### config.mk
export PLATFORM = sky130hd
export DESIGN_NAME = fft_stage_sequencer_flat
export DESIGN_NICKNAME = d
export VERILOG_FILES = /design/src/rtl/fft_ctrl_pkg.sv /design/src/rtl/fft_stage_sequencer_if.sv /design/src/rtl/fft_stage_sequencer.sv /design/src/flat_wrapper.sv
export SDC_FILE = /design/constraint.sdc
export NUM_CORES = 1
export LEC_CHECK = 0
export CORE_ASPECT_RATIO = 1.75
export CORE_UTILIZATION = 30
export CTS_CLUSTER_SIZE = 8
export DETAILED_ROUTE_END_ITERATION = 16
export PLACE_DENSITY = 0.63
export RECOVER_POWER = 25
export REMOVE_ABC_BUFFERS = 1
export SETUP_SLACK_MARGIN = 0.2
export SLEW_MARGIN = 20
export SYNTH_ARGS = -nofsm -noshare
export SYNTH_HDL_FRONTEND = slang
export SYNTH_SLANG_ARGS = --single-unit
### constraint.sdc
create_clock -name clk -period 2 [get_ports clk]
set_clock_uncertainty 0.1 [all_clocks]
set_input_delay 0.6 -clock clk [delete_from_list [all_inputs] [get_ports clk]]
set_output_delay 0.6 -clock clk [all_outputs]
set_load 0.03 [all_outputs]
### src/rtl/fft_ctrl_pkg.sv
// Shared types and constants for the FFT stage sequencer and its consumers.
package fft_ctrl_pkg;

   localparam int unsigned CNT_W   = 6;
   localparam int unsigned STAGE_W = 3;

   // stage_num codes outside the compute range
   localparam logic [STAGE_W-1:0] STAGE_LOAD   = 3'd0;
   localparam logic [STAGE_W-1:0] STAGE_UNLOAD = 3'd7;

   typedef enum logic [1:0] {
      IDLE,
      LOAD,
      COMPUTE,
      UNLOAD
   } seq_state_t;

endpackage

### src/rtl/fft_stage_sequencer_if.sv
// Control, handshake and select bus between the FFT sequencer and the datapath.
interface fft_stage_sequencer_if;
   import fft_ctrl_pkg::*;

   logic               start;
   logic               abort;
   logic               hold;
   logic               in_valid;
   logic               in_ready;
   logic               out_valid;
   logic               out_ready;
   logic [CNT_W-1:0]   counter;
   logic [STAGE_W-1:0] stage_num;
   logic               stage_start;
   logic               busy;
   logic               done;

   // Sequencer side
   modport master (
      input  start, abort, hold, in_valid, out_ready,
      output in_ready, out_valid, counter, stage_num, stage_start, busy, done
   );

   // Controller / datapath side
   modport slave (
      output start, abort, hold, in_valid, out_ready,
      input  in_ready, out_valid, counter, stage_num, stage_start, busy, done
   );

endinterface

### src/rtl/fft_stage_sequencer.sv
// Phase sequencer for the pipelined FFT: LOAD, fixed-length COMPUTE passes, UNLOAD.
module fft_stage_sequencer
   import fft_ctrl_pkg::*;
#(
   parameter int unsigned N_POINTS           = 32,
   parameter int unsigned CYCLES_PER_STAGE   = 64,
   parameter int unsigned NUM_COMPUTE_STAGES = 6
) (
   input  logic                  clk,
   input  logic                  rst,
   fft_stage_sequencer_if.master bus
);

   localparam logic [CNT_W-1:0]   LAST_POINT = CNT_W'(N_POINTS - 1);
   localparam logic [CNT_W-1:0]   LAST_CYCLE = CNT_W'(CYCLES_PER_STAGE - 1);
   localparam logic [STAGE_W-1:0] LAST_STAGE = STAGE_W'(NUM_COMPUTE_STAGES);

   seq_state_t         state_q, state_d;
   logic [CNT_W-1:0]   counter_q, counter_d;
   logic [STAGE_W-1:0] stage_q, stage_d;
   logic               in_ready_q, in_ready_d;
   logic               out_valid_q, out_valid_d;
   logic               stage_start_q, stage_start_d;
   logic               busy_q, busy_d;
   logic               done_q, done_d;

   logic in_accept;
   logic out_accept;

   assign in_accept  = bus.in_valid & in_ready_q;
   assign out_accept = out_valid_q & bus.out_ready;

   // State and registered outputs
   always_ff @(posedge clk) begin
      if (rst) begin
         state_q       <= IDLE;
         counter_q     <= '0;
         stage_q       <= STAGE_LOAD;
         in_ready_q    <= 1'b0;
         out_valid_q   <= 1'b0;
         stage_start_q <= 1'b0;
         busy_q        <= 1'b0;
         done_q        <= 1'b0;
      end else begin
         state_q       <= state_d;
         counter_q     <= counter_d;
         stage_q       <= stage_d;
         in_ready_q    <= in_ready_d;
         out_valid_q   <= out_valid_d;
         stage_start_q <= stage_start_d;
         busy_q        <= busy_d;
         done_q        <= done_d;
      end
   end

   // Next-state: abort overrides every phase transition
   always_comb begin
      state_d = state_q;
      if (bus.abort) begin
         state_d = IDLE;
      end else begin
         case (state_q)
            IDLE:    if (bus.start) state_d = LOAD;
            LOAD:    if (in_accept && counter_q == LAST_POINT) state_d = COMPUTE;
            COMPUTE: if (!bus.hold && counter_q == LAST_CYCLE && stage_q == LAST_STAGE)
                        state_d = UNLOAD;
            UNLOAD:  if (out_accept && counter_q == LAST_POINT) state_d = IDLE;
            default: state_d = IDLE;
         endcase
      end
   end

   // Next output values: counter/stage advance rules per phase, flags from next state
   always_comb begin
      counter_d     = counter_q;
      stage_d       = stage_q;
      stage_start_d = 1'b0;
      done_d        = 1'b0;
      if (bus.abort) begin
         counter_d = '0;
         stage_d   = STAGE_LOAD;
      end else begin
         case (state_q)
            IDLE: begin
               counter_d = '0;
               stage_d   = STAGE_LOAD;
            end
            LOAD: begin
               if (in_accept) begin
                  if (counter_q == LAST_POINT) begin
                     counter_d     = '0;
                     stage_d       = STAGE_W'(1);
                     stage_start_d = 1'b1;
                  end else begin
                     counter_d = counter_q + CNT_W'(1);
                  end
               end
            end
            COMPUTE: begin
               if (!bus.hold) begin
                  if (counter_q == LAST_CYCLE) begin
                     counter_d = '0;
                     if (stage_q == LAST_STAGE) begin
                        stage_d = STAGE_UNLOAD;
                     end else begin
                        stage_d       = stage_q + STAGE_W'(1);
                        stage_start_d = 1'b1;
                     end
                  end else begin
                     counter_d = counter_q + CNT_W'(1);
                  end
               end
            end
            UNLOAD: begin
               if (out_accept) begin
                  if (counter_q == LAST_POINT) begin
                     counter_d = '0;
                     stage_d   = STAGE_LOAD;
                     done_d    = 1'b1;
                  end else begin
                     counter_d = counter_q + CNT_W'(1);
                  end
               end
            end
            default: begin
               counter_d = '0;
               stage_d   = STAGE_LOAD;
            end
         endcase
      end
      in_ready_d  = (state_d == LOAD);
      out_valid_d = (state_d == UNLOAD);
      busy_d      = (state_d != IDLE);
   end

   assign bus.counter     = counter_q;
   assign bus.stage_num   = stage_q;
   assign bus.in_ready    = in_ready_q;
   assign bus.out_valid   = out_valid_q;
   assign bus.stage_start = stage_start_q;
   assign bus.busy        = busy_q;
   assign bus.done        = done_q;

endmodule
### src/flat_wrapper.sv
// flat-port wrapper written by rule: the top's interface ports become plain ports
module fft_stage_sequencer_flat import fft_ctrl_pkg::*;
#(
   parameter int unsigned N_POINTS           = 32,
   parameter int unsigned CYCLES_PER_STAGE   = 64,
   parameter int unsigned NUM_COMPUTE_STAGES = 6
)
  (clk, rst, bus_start, bus_abort, bus_hold, bus_in_valid, bus_out_ready, bus_in_ready, bus_out_valid, bus_counter, bus_stage_num, bus_stage_start, bus_busy, bus_done);
  fft_stage_sequencer_if bus_i ();
  input  logic clk;
  input  logic rst;
  input wire logic [$bits(bus_i.start)-1:0] bus_start;
  input wire logic [$bits(bus_i.abort)-1:0] bus_abort;
  input wire logic [$bits(bus_i.hold)-1:0] bus_hold;
  input wire logic [$bits(bus_i.in_valid)-1:0] bus_in_valid;
  input wire logic [$bits(bus_i.out_ready)-1:0] bus_out_ready;
  output wire logic [$bits(bus_i.in_ready)-1:0] bus_in_ready;
  output wire logic [$bits(bus_i.out_valid)-1:0] bus_out_valid;
  output wire logic [$bits(bus_i.counter)-1:0] bus_counter;
  output wire logic [$bits(bus_i.stage_num)-1:0] bus_stage_num;
  output wire logic [$bits(bus_i.stage_start)-1:0] bus_stage_start;
  output wire logic [$bits(bus_i.busy)-1:0] bus_busy;
  output wire logic [$bits(bus_i.done)-1:0] bus_done;
  assign bus_i.start = bus_start;
  assign bus_i.abort = bus_abort;
  assign bus_i.hold = bus_hold;
  assign bus_i.in_valid = bus_in_valid;
  assign bus_i.out_ready = bus_out_ready;
  assign bus_in_ready = bus_i.in_ready;
  assign bus_out_valid = bus_i.out_valid;
  assign bus_counter = bus_i.counter;
  assign bus_stage_num = bus_i.stage_num;
  assign bus_stage_start = bus_i.stage_start;
  assign bus_busy = bus_i.busy;
  assign bus_done = bus_i.done;
  fft_stage_sequencer #(.N_POINTS(N_POINTS), .CYCLES_PER_STAGE(CYCLES_PER_STAGE), .NUM_COMPUTE_STAGES(NUM_COMPUTE_STAGES)) u_core (.clk(clk), .rst(rst), .bus(bus_i));
endmodule
Word level (Yosys, flattened, before mapping)
Index checks and enable logic that the tools add are counted.
W data, S select, Z words.

word-level totals
  bits in registers = 16
  word-level logic and storage cells = 65
  output and inout port bits = 14

operators by class
  bitwise logic cells = 4
  $add $sub $neg = 2
  mux-type cells = 26
  reduce and logical (&&, ||, !) cells = 11
  equality and inequality tests = 14

operators by type and width
  cell                   count
  $mux W6                5
  $pmux W6 S4            1
  $mux W3                7
  $pmux W3 S4            1
  $mux W2                5
  $ne A2 B1 Y1 const B   5
  $pmux W2 S4            1
  $add A6 B1 Y6 const B  1
  $eq A2 B2 Y1 const B   3
  $eq A6 B5 Y1 const B   1
  $eq A6 B6 Y1 const B   1
  $reduce_and A6 Y1      1
  $mux W1                5
  $eq A2 B1 Y1 const B   2
  $logic_and A1 B1 Y1    4
  $reduce_or A4 Y1       1
  $add A3 B1 Y3 const B  1
  $eq A3 B3 Y1 const B   1
  $reduce_and A3 Y1      1
  $and A1 B1 Y1          2
  $logic_not A2 Y1       1
  $ne A2 B2 Y1 const B   1
  $not A1 Y1             2
  $pmux W1 S2            1
  3 further kinds        3

Depth between registers and ports, before layout
Gate-level depths: netlist of run 1.

  word-level depth = 7
  gate-level depth with buffers = 7
  depth with buffers taken out = 6

Worst setup path after synthesis of run 1
OpenSTA, ideal clock, no wires.

  path type = register -> register
  start point = reg u_core.counter_q[0], in the netlist u_core.bus.counter[0]
  end point = reg u_core.busy_q, in the netlist u_core.bus.busy
  cell stages (with the launch flop) = 6
  path buffers = 0
  clock period less this slack = 2.108 ns
  data arrival time = 1.876 ns
  path slack = -0.108 ns
  path through = dfxtp_1 -> ha_1 -> nand4_2 -> o31ai_1 -> nor4b_4 -> o22ai_1

between the ends
  word-level cells in the longest chain between the ends = 7

RTL lines
  what                              line                        text
  start, declared                   fft_stage_sequencer.sv:19   logic [CNT_W-1:0] counter_q, counter_d;
  start signal, assigned            fft_stage_sequencer.sv:46   counter_q <= counter_d;
  $eq A6 B6 Y1                      fft_stage_sequencer.sv:65   COMPUTE: if (!bus.hold && counter_q == LAST_CYCLE && stage_q == LAST_STAGE)
  $logic_and A1 B1 Y1 (2 in a row)  fft_stage_sequencer.sv:65
  $mux W2                           fft_stage_sequencer.sv:65
  $pmux W2 S4 *                     fft_stage_sequencer.sv:62   case (state_q)
  $mux W2 *                         fft_stage_sequencer.sv:59   if (bus.abort) begin
  $reduce_bool A2 Y1 *              fft_stage_sequencer.sv:133  busy_d = (state_d != IDLE);
  end signal, assigned              fft_stage_sequencer.sv:51   busy_q <= busy_d;
  end, declared                     fft_stage_sequencer.sv:24   logic busy_q, busy_d;

Mark *: on every way between the ends. The rest lies on a longest branch, timed or not.
A chain may end at the register's enable or synchronous reset.

Worst setup path after layout of run 1
  start point = reg u_core.state_q[1]
  end point = reg u_core.counter_q[5], in the netlist u_core.bus.counter[5]

between the ends
  word-level cells in the longest chain between the ends = 3

RTL lines
  what                                                    line                       text
  start, declared                                         fft_stage_sequencer.sv:18  seq_state_t state_q, state_d;
  start signal, assigned                                  fft_stage_sequencer.sv:45  state_q <= state_d;
  $eq A2 B2 Y1 or $eq A2 B1 Y1 (tied branches)            fft_stage_sequencer.sv:83  case (state_q)
  $ne A2 B1 Y1 (no line) or $ne A2 B2 Y1 (tied branches)  --
  $reduce_and A3 Y1 (no line)                             --

Parallel ways exist; a longest one is shown, timed or not.

==> out/results.tsv, run 1 <==
metric	value	unit
warnings from Yosys	0	
Worst-path clk slew	0.07	ns
Cell Chain, Critical Path	inv_1 > ha_1 > a211o_4 > or4_4 > a21oi_2	
Starting DRT DRC Count	30	
GRT overflow	0	
crit share post-route	91.34	%
wire length per cell	14.60	um
DRT antenna net count	0	
post-synth cell types	46	
hold slack	0.4141	ns
core footprint	3176	um^2
Post-Synthesis Cells	118	
clock latency on the worst-skew pair	0.25	ns
CTS sink count	16	
Worst path top cell family by delay	simple AND/OR/NAND/NOR gates	
Period minus WS final	1.827	ns
worst-margin pin slew	0.3864	ns
clock buffer depth	2	
CTS tree	yes	
Slew headroom	74.24	%
detailed-router iteration count before antenna repair	4	
Setup crit start kind	flip-flop	
CP required	2.09	ns
gr usage total	17.50	%
NumNets Final	175	
# DRC	0	
top cell type's share of synthesized area	32.00	%
Pwr Density	453.4	nW/um^2
Diodes inserted	0	
synthesized cell area	1001	um^2
Seq cells post-synth	16	
most frequent cell after synthesis	dfxtp_1	
crit end category	flip-flop	
cts bufs inserted	3	
vias in the first global route	1079	
largest net degree at the start of global routing	12	
most frequent cells after synthesis	dfxtp_1 (16), nand2_1 (13), nor2_1 (9), a21oi_1 (7), ha_1 (7)	
Finished Core Util	48.07	%
final worst slack	0.1733	ns
area delta synth->final	52.50	%
Hold Violations, Final	0	
Critical Path Fanout Max	5	
H-tree Lvls	1	
Final HPWL DP	2.201	mm
final slew viol count	0	
WP data arrival	1.92	ns
Setup violations, final	0	
die area	3581	um^2
Buf/Inv on CP	1	
via count	1104	
Main synth FF type	dfxtp_1	
Max Cap Viol	0	
Die Wd	45.67	um
number of vias per cell	5.465	
CP Class	flip-flop to flip-flop	
placed cell areas	1388	um^2
unrepaired setup endpoints after global routing	true	
main area contributors after synthesis	dfxtp_1 (32%), ha_1 (8.8%), nand2_1 (4.9%)	
die height	78.41	um
routability cong.	0.8417	
Max rail drop VDD	341.7	uV
Static Leak	0.6045	nW
Post-Place Setup Slack	-0.3957	ns
Post-synth EDFFs	0	
Synth Area per Inst	8.483	um^2
Rows	27	
count of input and output buffers	20	
sequential-to-total area share from yosys stat	32.00	%
async set or reset register ratio after synthesis	0	%
CP max stage cell	or4_4	
fmax	0.5474	GHz
layout cells sized above 1	33.33	%
Initial Util	31.52	%
Root Driver	clkbuf_8	
worst min path class	flip-flop to flip-flop	
WL final	2.949	mm
first-pass GRT wire length	4.692	mm
Final Cell Area	1526	um^2
slowest cell delay on critical path	0.51	ns
Synth area leader	dfxtp_1	
status	complete, no violations	
antenna violations before repair	0	
Setup TNS Final	0	ns
I/O Pins	21	
==> state kept, by name, summed over array words and instances (netlist names) <==
| name | flops |
|---|---|
| u_core.bus.counter | 6 |
| u_core.bus.stage_num | 3 |
| u_core.state_q | 2 |
| u_core.bus.busy | 1 |
| u_core.bus.done | 1 |
| u_core.bus.in_ready | 1 |
| u_core.bus.out_valid | 1 |
| u_core.bus.stage_start | 1 |
==> power breakdown <==
part	total [mW]	switching [mW]	internal (mW)
logic	0.118	0.0635	0.0545
registers	0.327	0.00486	0.322
clock network	0.247	0.114	0.134
total	0.692	0.182	0.510
==> metal layers <==
metal  track usage, %  wire length (um)
met1            17.63              1164
met2            31.00              1607
met3            2.759                91
met4            10.91                86
met5                0                 0
==> path summary, 6_finish.rpt <==
kind                                                         start                                 end  slack [ns]  depth (start not counted)
worst max-delay path                  u_core.state_q[1]$_SDFF_PP0_  u_core.bus.counter[5]$_SDFFE_PP0P_        0.17                          5
worst min register to register  u_core.bus.counter[0]$_SDFFE_PP0P_  u_core.bus.counter[0]$_SDFFE_PP0P_        0.41                          2
worst max register to register        u_core.state_q[1]$_SDFF_PP0_  u_core.bus.counter[5]$_SDFFE_PP0P_        0.17                          5
worst min-delay path            u_core.bus.counter[0]$_SDFFE_PP0P_  u_core.bus.counter[0]$_SDFFE_PP0P_        0.41                          2
==> layout make-up <==
class | instances | area (um^2)
fillers | 329 | 1649
multi-input cells | 93 | 742.0
repair buffers | 44 | 347.8
flip-flops and latches | 16 | 330.3
well taps | 43 | 53.80
clock buffers | 3 | 41.29
inverters | 3 | 11.26
==> worst reg2reg max path, delay by kind of cell (launching register included) <==
family / cells / cell delay (ns)
compound gates: 2 / 0.47
buf+inv: 1 / 0.07
fa+ha+maj: 1 / 0.22
flops: 1 / 0.39
simple gates: 1 / 0.51
==> what timing repair did <==
item                       4_1_cts  5_1_grt
pin swaps                        9        6
gates resized for setup         38       22
buffers inserted                 2        0
hold buffers                     0        0
setup endpoints to repair       27       16
==> through the flow <==
step | instances | power (mW)
floorplan | 112 | 0.3931
global placement | 197 | 0.4427
detailed placement | 197 | 0.4447
CTS | 202 | 0.6903
global route | 202 | 0.7182
finish | 202 | 0.6921
==> logic make-up (layout without fill, tap and decap cells) <==
logic type      count (synthesis)  count (layout)  synth area share [%]
flops                          16              16                 32.00
xor+xnor                        1               1                0.8752
mux                             1               1                 1.000
buf+inv                         9              50                 4.374
fa+ha+maj                       7               7                 8.750
compound gates                 33              33                 23.75
simple gates                   51              51                 29.25
==> cell usage in the layout, fill, tap and decap left out, drive strengths merged, types with 2 or more instances in the layout <==
cell	n
nor3	5
nor3b	2
clkdlybuf4s15	5
clkdlybuf4s50	3
nand2b	2
nor4	2
dfxtp	16
ha	7
dlygate4sd2	9
nand2	13
o31ai	3
a21oi	7
nor2	9
o211ai	2
nand3	5
o21ai	6
a21boi	2
clkbuf	7
nand4b	3
buf	23
inv	3
a211oi	2
nand4	2
Power figures use the tool's default switching activity.
==> run 2: changes to the inputs <==
--- a/config.mk
+++ b/config.mk
@@ -5,11 +5,10 @@
 export SDC_FILE = /design/constraint.sdc
 export NUM_CORES = 1
 export LEC_CHECK = 0
-export CORE_ASPECT_RATIO = 1.75
-export CORE_UTILIZATION = 30
+export CORE_UTILIZATION = 45
 export CTS_CLUSTER_SIZE = 8
 export DETAILED_ROUTE_END_ITERATION = 16
-export PLACE_DENSITY = 0.63
+export PLACE_DENSITY = 0.84
 export RECOVER_POWER = 25
 export REMOVE_ABC_BUFFERS = 1
 export SETUP_SLACK_MARGIN = 0.2
==> constraint.sdc (replaced) <==
create_clock -name clk -period 2 [get_ports clk]
set_clock_uncertainty 0.1 [all_clocks]
set_input_delay 0.4 -clock clk [delete_from_list [all_inputs] [get_ports clk]]
set_output_delay 0.4 -clock clk [all_outputs]
set_load 0.03 [all_outputs]
==> run 2 against run 1 <==
Power down 1.6%. Register-to-register slack barely moved. Die area decreased by 32%. Final area is 3.3% lower. Maximum frequency is essentially flat. Wire length is 1.4% higher. Global-route usage rose by 8.3 points. Sequential power about the same. Core utilization grew 25 points. Worst setup slack got worse by 0.00051 ns.
==> out/results.tsv, run 2 (synthesis gave the netlist of run 1 again) <==
metric	value	unit	change
Placed Cells	177		-10%
CP max stage cell	or4_4		
routability cong.	0.9117		+8.3%
worst hold endpoint	u_core.bus.stage_num[1]$_SDFFE_PP0P_		
Hold Violations, Final	0		unchanged
count of input and output buffers	20		unchanged
Hold-fix buffers, CTS	0		unchanged
Starting DRT DRC Count	41		+37%
vias in the first global route	1007		-6.7%
Initial Util	49.50	%	+18 points
CP Class	flip-flop to flip-flop		
met3 Usage GRT	4.984	%	+2.2 points
first-pass GRT wire length	4.761	mm	+1.5%
Non-Filler Instances	183		-9.4%
Period minus WS final	1.827	ns	+0.0005110 ns
WL final	2.989	mm	+1.4%
wire length per cell	16.33	um	+12%
final slew viol count	0		unchanged
Seq pwr share	48.1	%	+0.9 points
Setup TNS Final	0	ns	unchanged
slowest cell delay on critical path	0.48	ns	-0.03 ns
worst min path class	flip-flop to flip-flop		
clock buffer depth	2		unchanged
GRT overflow	0		unchanged
combinational power share	18.3	%	+1.3 points
Cell Chain, Critical Path	inv_2 > ha_4 > and2_4 > a211o_4 > or4_4 > a21oi_2		
crit share post-route	91.36	%	about the same
switching share of power	27.99	%	+1.7 points
I/O Pins	21		unchanged
Finished Core Util	73.02	%	+25 points
Worst Reg-to-Reg Cells	6		+1
H-tree Lvls	1		unchanged
r2r setup slk	0.17	ns	about the same
RR Startpoint	u_core.state_q[0]$_SDFF_PP0_		
GRT busiest layer	met2		
M2 GR Usage	42.24	%	+11 points
clock latency on the worst-skew pair	0.30	ns	+0.05 ns
number of vias per cell	6.164		+13%
Setup crit start kind	flip-flop		
hold slack	0.4190	ns	+0.004892 ns
Buf/Inv on CP	1		unchanged
Max Cap Viol	0		unchanged
Worst-path clk slew	0.11	ns	+0.04 ns
beginning of the critical path	u_core.state_q[0]$_SDFF_PP0_		
detailed-router iteration count before antenna repair	4		unchanged
Pwr Density	461.2	nW/um^2	+1.7%
core footprint	2022	um^2	-36%
Die Wd	49.17	um	+7.7%
layout cells sized above 1	33.33	%	unchanged
via count	1128		+2.2%
# DRC	0		unchanged
Rows	16		-41%
area delta synth->final	47.50	%	
GR Util met1	32.88	%	+15 points
status	complete, no violations		
largest net degree at the start of global routing	12		unchanged
Setup violations, final	0		unchanged
Internal	0.4903	mW	-3.8%
WP data arrival	1.97	ns	+0.05 ns
Critical Path Fanout Max	3		-2
die area	2417	um^2	-32%
fmax	0.5473	GHz	about the same
gr usage total	25.77	%	+8.3 points
die height	49.17	um	-37%
DRT antenna net count	0		unchanged
CTS tree	yes		
unrepaired setup endpoints after global routing	true		
Clk pwr share	33.6	%	-2.2 points
NumNets Final	171		-2.3%
Worst path top cell family by delay	simple AND/OR/NAND/NOR gates		
max reg flops	6		unchanged
Root Driver	clkbuf_4		
Max rail drop VDD	411.0	uV	+20%
Final HPWL DP	1.958	mm	-11%
most frequent cells in the layout	buf_4 (19), dlygate4sd2_1 (13), dfxtp_1 (13), nand2_1 (12), nor2_1 (9)		
Critical R2R Capture	u_core.bus.counter[5]$_SDFFE_PP0P_		
Slew headroom	68.23	%	-6.0 points
commonest non-fill, non-tap cell in the layout	buf_4		
worst-margin pin slew	0.4754	ns	+0.08900 ns
crit end category	flip-flop		
antenna violations before repair	0		unchanged
hold path depth	2		unchanged
cts bufs inserted	3		unchanged
NetSw	0.1906	mW	+4.7%
CTS sink count	16		unchanged
Diodes inserted	0		unchanged
HP Start	u_core.bus.stage_num[1]$_SDFFE_PP0P_		
FILL cells	145		-56%
CP required	2.14	ns	+0.05 ns
Static Leak	0.6100	nW	+0.91%
-- run 2: metrics by stage --
step	worst slack [ns]	power, mW	area (um^2)
finish	0.1728	0.6809	1476
global route	0.1281	0.7038	1476
CTS	0.1995	0.6647	1425
detailed placement	-0.2272	0.4412	1338
global placement	-0.1604	0.4389	1338
floorplan	-0.1128	0.3931	968.4
-- run 2: how the worst max path moves through the flow --
| stage | end | slack [ns] | cells past startpoint |
|---|---|---|---|
| after global routing | u_core.bus.busy$_SDFF_PP0_ | 0.13 | 6 |
| after floorplan | u_core.bus.busy$_SDFF_PP0_ | -0.11 | 5 |
| final | u_core.bus.counter[5]$_SDFFE_PP0P_ | 0.17 | 6 |
| after global placement | u_core.bus.counter[5]$_SDFFE_PP0P_ | -0.16 | 5 |
| after detailed placement | u_core.bus.counter[5]$_SDFFE_PP0P_ | -0.23 | 5 |
| after CTS | u_core.bus.in_ready$_SDFF_PP0_ | 0.20 | 6 |
-- run 2: per-layer routing --
layer / up-vias / routed length, um
li1: 519 / -
met5: - / 0
met3: 16 / 211
met2: 68 / 1370
met1: 525 / 1302
met4: 0 / 105
-- run 2: final cells by class --
type	instances	area, um^2	area share [%]
multi-input combinational	93	750.7	50.85
sequential	16	326.6	22.12
timing repair buffer	40	317.8	21.53
clock buffer	4	36.28	2.458
tap	27	33.78	2.288
inverter	3	11.26	0.7627
-- run 2: power by group through the flow --
stage	combinational (mW)	clock [mW]	sequential (mW)
after global routing	0.131	0.244	0.328
after floorplan	0.0528	0	0.340
final	0.124	0.229	0.328
after CTS	0.114	0.223	0.327
after global placement	0.104	0	0.334
after detailed placement	0.107	0	0.335
-- run 2: worst min-delay path, stage by stage, from the launching register on --
cell and delay (ns):
dfxtp_1 0.35, nand2_1 0.06, o21ai_0 0.07
-- run 2: what timing repair did --
item	CTS	global route
setup endpoints to repair	21	14
gates cloned	0	0
setup buffers	2	0
gates resized for setup	30	18
pin swaps	4	0
==> run 3: changes to the inputs <==
--- a/config.mk
+++ b/config.mk
@@ -8,7 +8,7 @@
 export CORE_UTILIZATION = 45
 export CTS_CLUSTER_SIZE = 8
 export DETAILED_ROUTE_END_ITERATION = 16
-export PLACE_DENSITY = 0.84
+export PLACE_DENSITY = 0.81
 export RECOVER_POWER = 25
 export REMOVE_ABC_BUFFERS = 1
 export SETUP_SLACK_MARGIN = 0.2
==> constraint.sdc (replaced) <==
create_clock -name clk -period 1.8 [get_ports clk]
set_clock_uncertainty 0.1 [all_clocks]
set_input_delay 0.36 -clock clk [delete_from_list [all_inputs] [get_ports clk]]
set_output_delay 0.36 -clock clk [all_outputs]
set_load 0.03 [all_outputs]
==> run 3 against run 2 <==
The flow now finishes with violations (setup timing). Maximum frequency is 0.98% lower. Power is 21% higher. Sequential cell count stayed put. Via count is 17% higher. Die area stayed put. Worst setup slack worse by 0.22 ns. Register-to-register slack worse by 0.22 ns. Combinational power is 64% higher. Clock-buffer cell count stayed put. Critical path depth stayed put. Core utilization is 17 points higher. Critical path type unchanged.
==> out/results.tsv, run 3 (synthesis gave the netlist of run 1 again) <==
metric	value	unit	change
status	complete, but fails checks		
failing checks	setup timing		
WL final	4.812	mm	+61%
Max Cap Viol	0		unchanged
Worst-path clk slew	0.10	ns	about the same
crit share post-route	102.5	%	+11 points
final worst slack	-0.04529	ns	-0.2180 ns
commonest non-fill, non-tap cell in the layout	buf_4		
GRT overflow	0		unchanged
CP required	1.94	ns	-0.20 ns
unrepaired setup endpoints after global routing	true		
# DRC	0		unchanged
die height	49.17	um	unchanged
DRT antenna net count	0		unchanged
H-tree Lvls	1		unchanged
Hold Violations, Final	0		unchanged
CTS sink count	16		unchanged
Worst Reg-to-Reg Cells	6		unchanged
met3 Usage GRT	6.542	%	+1.6 points
first-pass GRT wire length	6.292	mm	+32%
most frequent cells in the layout	buf_4 (23), buf_6 (12), nand2_1 (11), dfxtp_1 (11), nor2_1 (7)		
Rows	16		unchanged
count of input and output buffers	20		unchanged
Root Driver	clkbuf_4		
crit end category	flip-flop		
gr usage total	35.19	%	+9.4 points
routability cong.	0.9968		+9.3%
placed cell areas	1413	um^2	+5.6%
Slew headroom	73.53	%	+5.3 points
hold path depth	2		unchanged
I/O Pins	21		unchanged
Setup TNS Final	-0.06787	ns	-0.06787 ns
fmax	0.5419	GHz	-0.98%
GR Util met1	41.03	%	+8.1 points
cts bufs inserted	3		unchanged
die area	2417	um^2	unchanged
core footprint	2022	um^2	unchanged
detailed-router iteration count before antenna repair	6		+2
Max rail drop VDD	500.6	uV	+22%
Setup crit start kind	flip-flop		
FILL cells	75		-48%
CP Class	flip-flop to flip-flop		
WP data arrival	1.99	ns	+0.02 ns
GRT busiest layer	met2		
vias in the first global route	1276		+27%
NumNets Final	187		+9.4%
Critical Path Fanout Max	3		unchanged
final slew viol count	0		unchanged
worst-margin pin slew	0.3988	ns	-0.07661 ns
largest net degree at the start of global routing	10		-2
Die Wd	49.17	um	unchanged
antenna violations before repair	0		unchanged
Diodes inserted	0		unchanged
via count	1324		+17%
wire length per cell	24.18	um	+48%
Final HPWL DP	2.202	mm	+12%
Static Leak	0.6928	nW	+14%
Finished Core Util	90.41	%	+17 points
area delta synth->final	82.62	%	
Initial Util	49.50	%	unchanged
worst min path class	flip-flop to flip-flop		
Pwr Density	450.1	nW/um^2	-2.4%
Setup violations, final	3		+3
number of vias per cell	6.653		+7.9%
clock latency on the worst-skew pair	0.30	ns	about the same
max reg flops	6		unchanged
clock buffer depth	2		unchanged
Period minus WS final	1.845	ns	+0.01805 ns
layout cells sized above 1	54.07	%	+21 points
CTS tree	yes		
M2 GR Usage	59.82	%	+18 points
Final Cell Area	1828	um^2	+24%
Starting DRT DRC Count	85		+110%
==> run 3: repair_timing <==
item / CTS / global route
gates cloned: 0 / 0
buffers inserted: 4 / 4
hold buffers: 0 / 0
setup endpoints to repair: 28 / 22
resized for setup: 73 / 45
pin swaps: 14 / 11
==> run 3: area by class of cell <==
class	instances	area [um^2]	area share [%]
multi-input combinational	93	920.9	50.38
tap	27	33.78	1.848
timing repair buffer	56	491.7	26.90
clock buffer	4	36.28	1.985
inverter	3	13.76	0.7529
sequential	16	331.6	18.14
==> run 3: where the power goes <==
group	switching (mW)	total [mW]	leakage [nW]	internal [mW]
Clock	0.131	0.255	0.0210	0.124
Combinational	0.105	0.203	0.539	0.0978
Sequential	0.00737	0.365	0.132	0.358
Total	0.243	0.823	0.693	0.579
==> run 3: per-stage QoR <==
stage | instances | hold WS (ns) | setup slack, ns | total power, mW
after floorplan | 112 | 0.3324 | -0.3128 | 0.4368
after global placement | 187 | 0.3841 | -0.3189 | 0.5014
after detailed placement | 187 | 0.4135 | -0.3566 | 0.5051
after CTS | 195 | 0.4217 | 0.06520 | 0.7760
after global routing | 199 | 0.4791 | -0.1187 | 0.8445
final | 199 | 0.4562 | -0.04529 | 0.8227
==> run 3: routing by layer <==
layer  wire length, um  vias up  part of all wire (%)
met5                 0        -                     0
met4               308        0                   6.4
met3               462       31                   9.6
met2              2266      117                    47
met1              1774      621                    37
li1                  -      555                     -
==> run 3: final timing paths <==
path         slack [ns]                                 end                               start
max reg2reg       -0.05  u_core.bus.counter[5]$_SDFFE_PP0P_        u_core.state_q[0]$_SDFF_PP0_
min                0.46  u_core.bus.counter[4]$_SDFFE_PP0P_  u_core.bus.counter[4]$_SDFFE_PP0P_
max               -0.05  u_core.bus.counter[5]$_SDFFE_PP0P_        u_core.state_q[0]$_SDFF_PP0_
min reg2reg        0.46  u_core.bus.counter[4]$_SDFFE_PP0P_  u_core.bus.counter[4]$_SDFFE_PP0P_
==> run 3: critical path, cell delays in order (launching register included) <==
cell,delay (ns)
dfxtp_4,0.40
inv_4,0.05
ha_4,0.16
and2_4,0.16
a211o_4,0.32
or4_4,0.45
a21oi_2,0.15
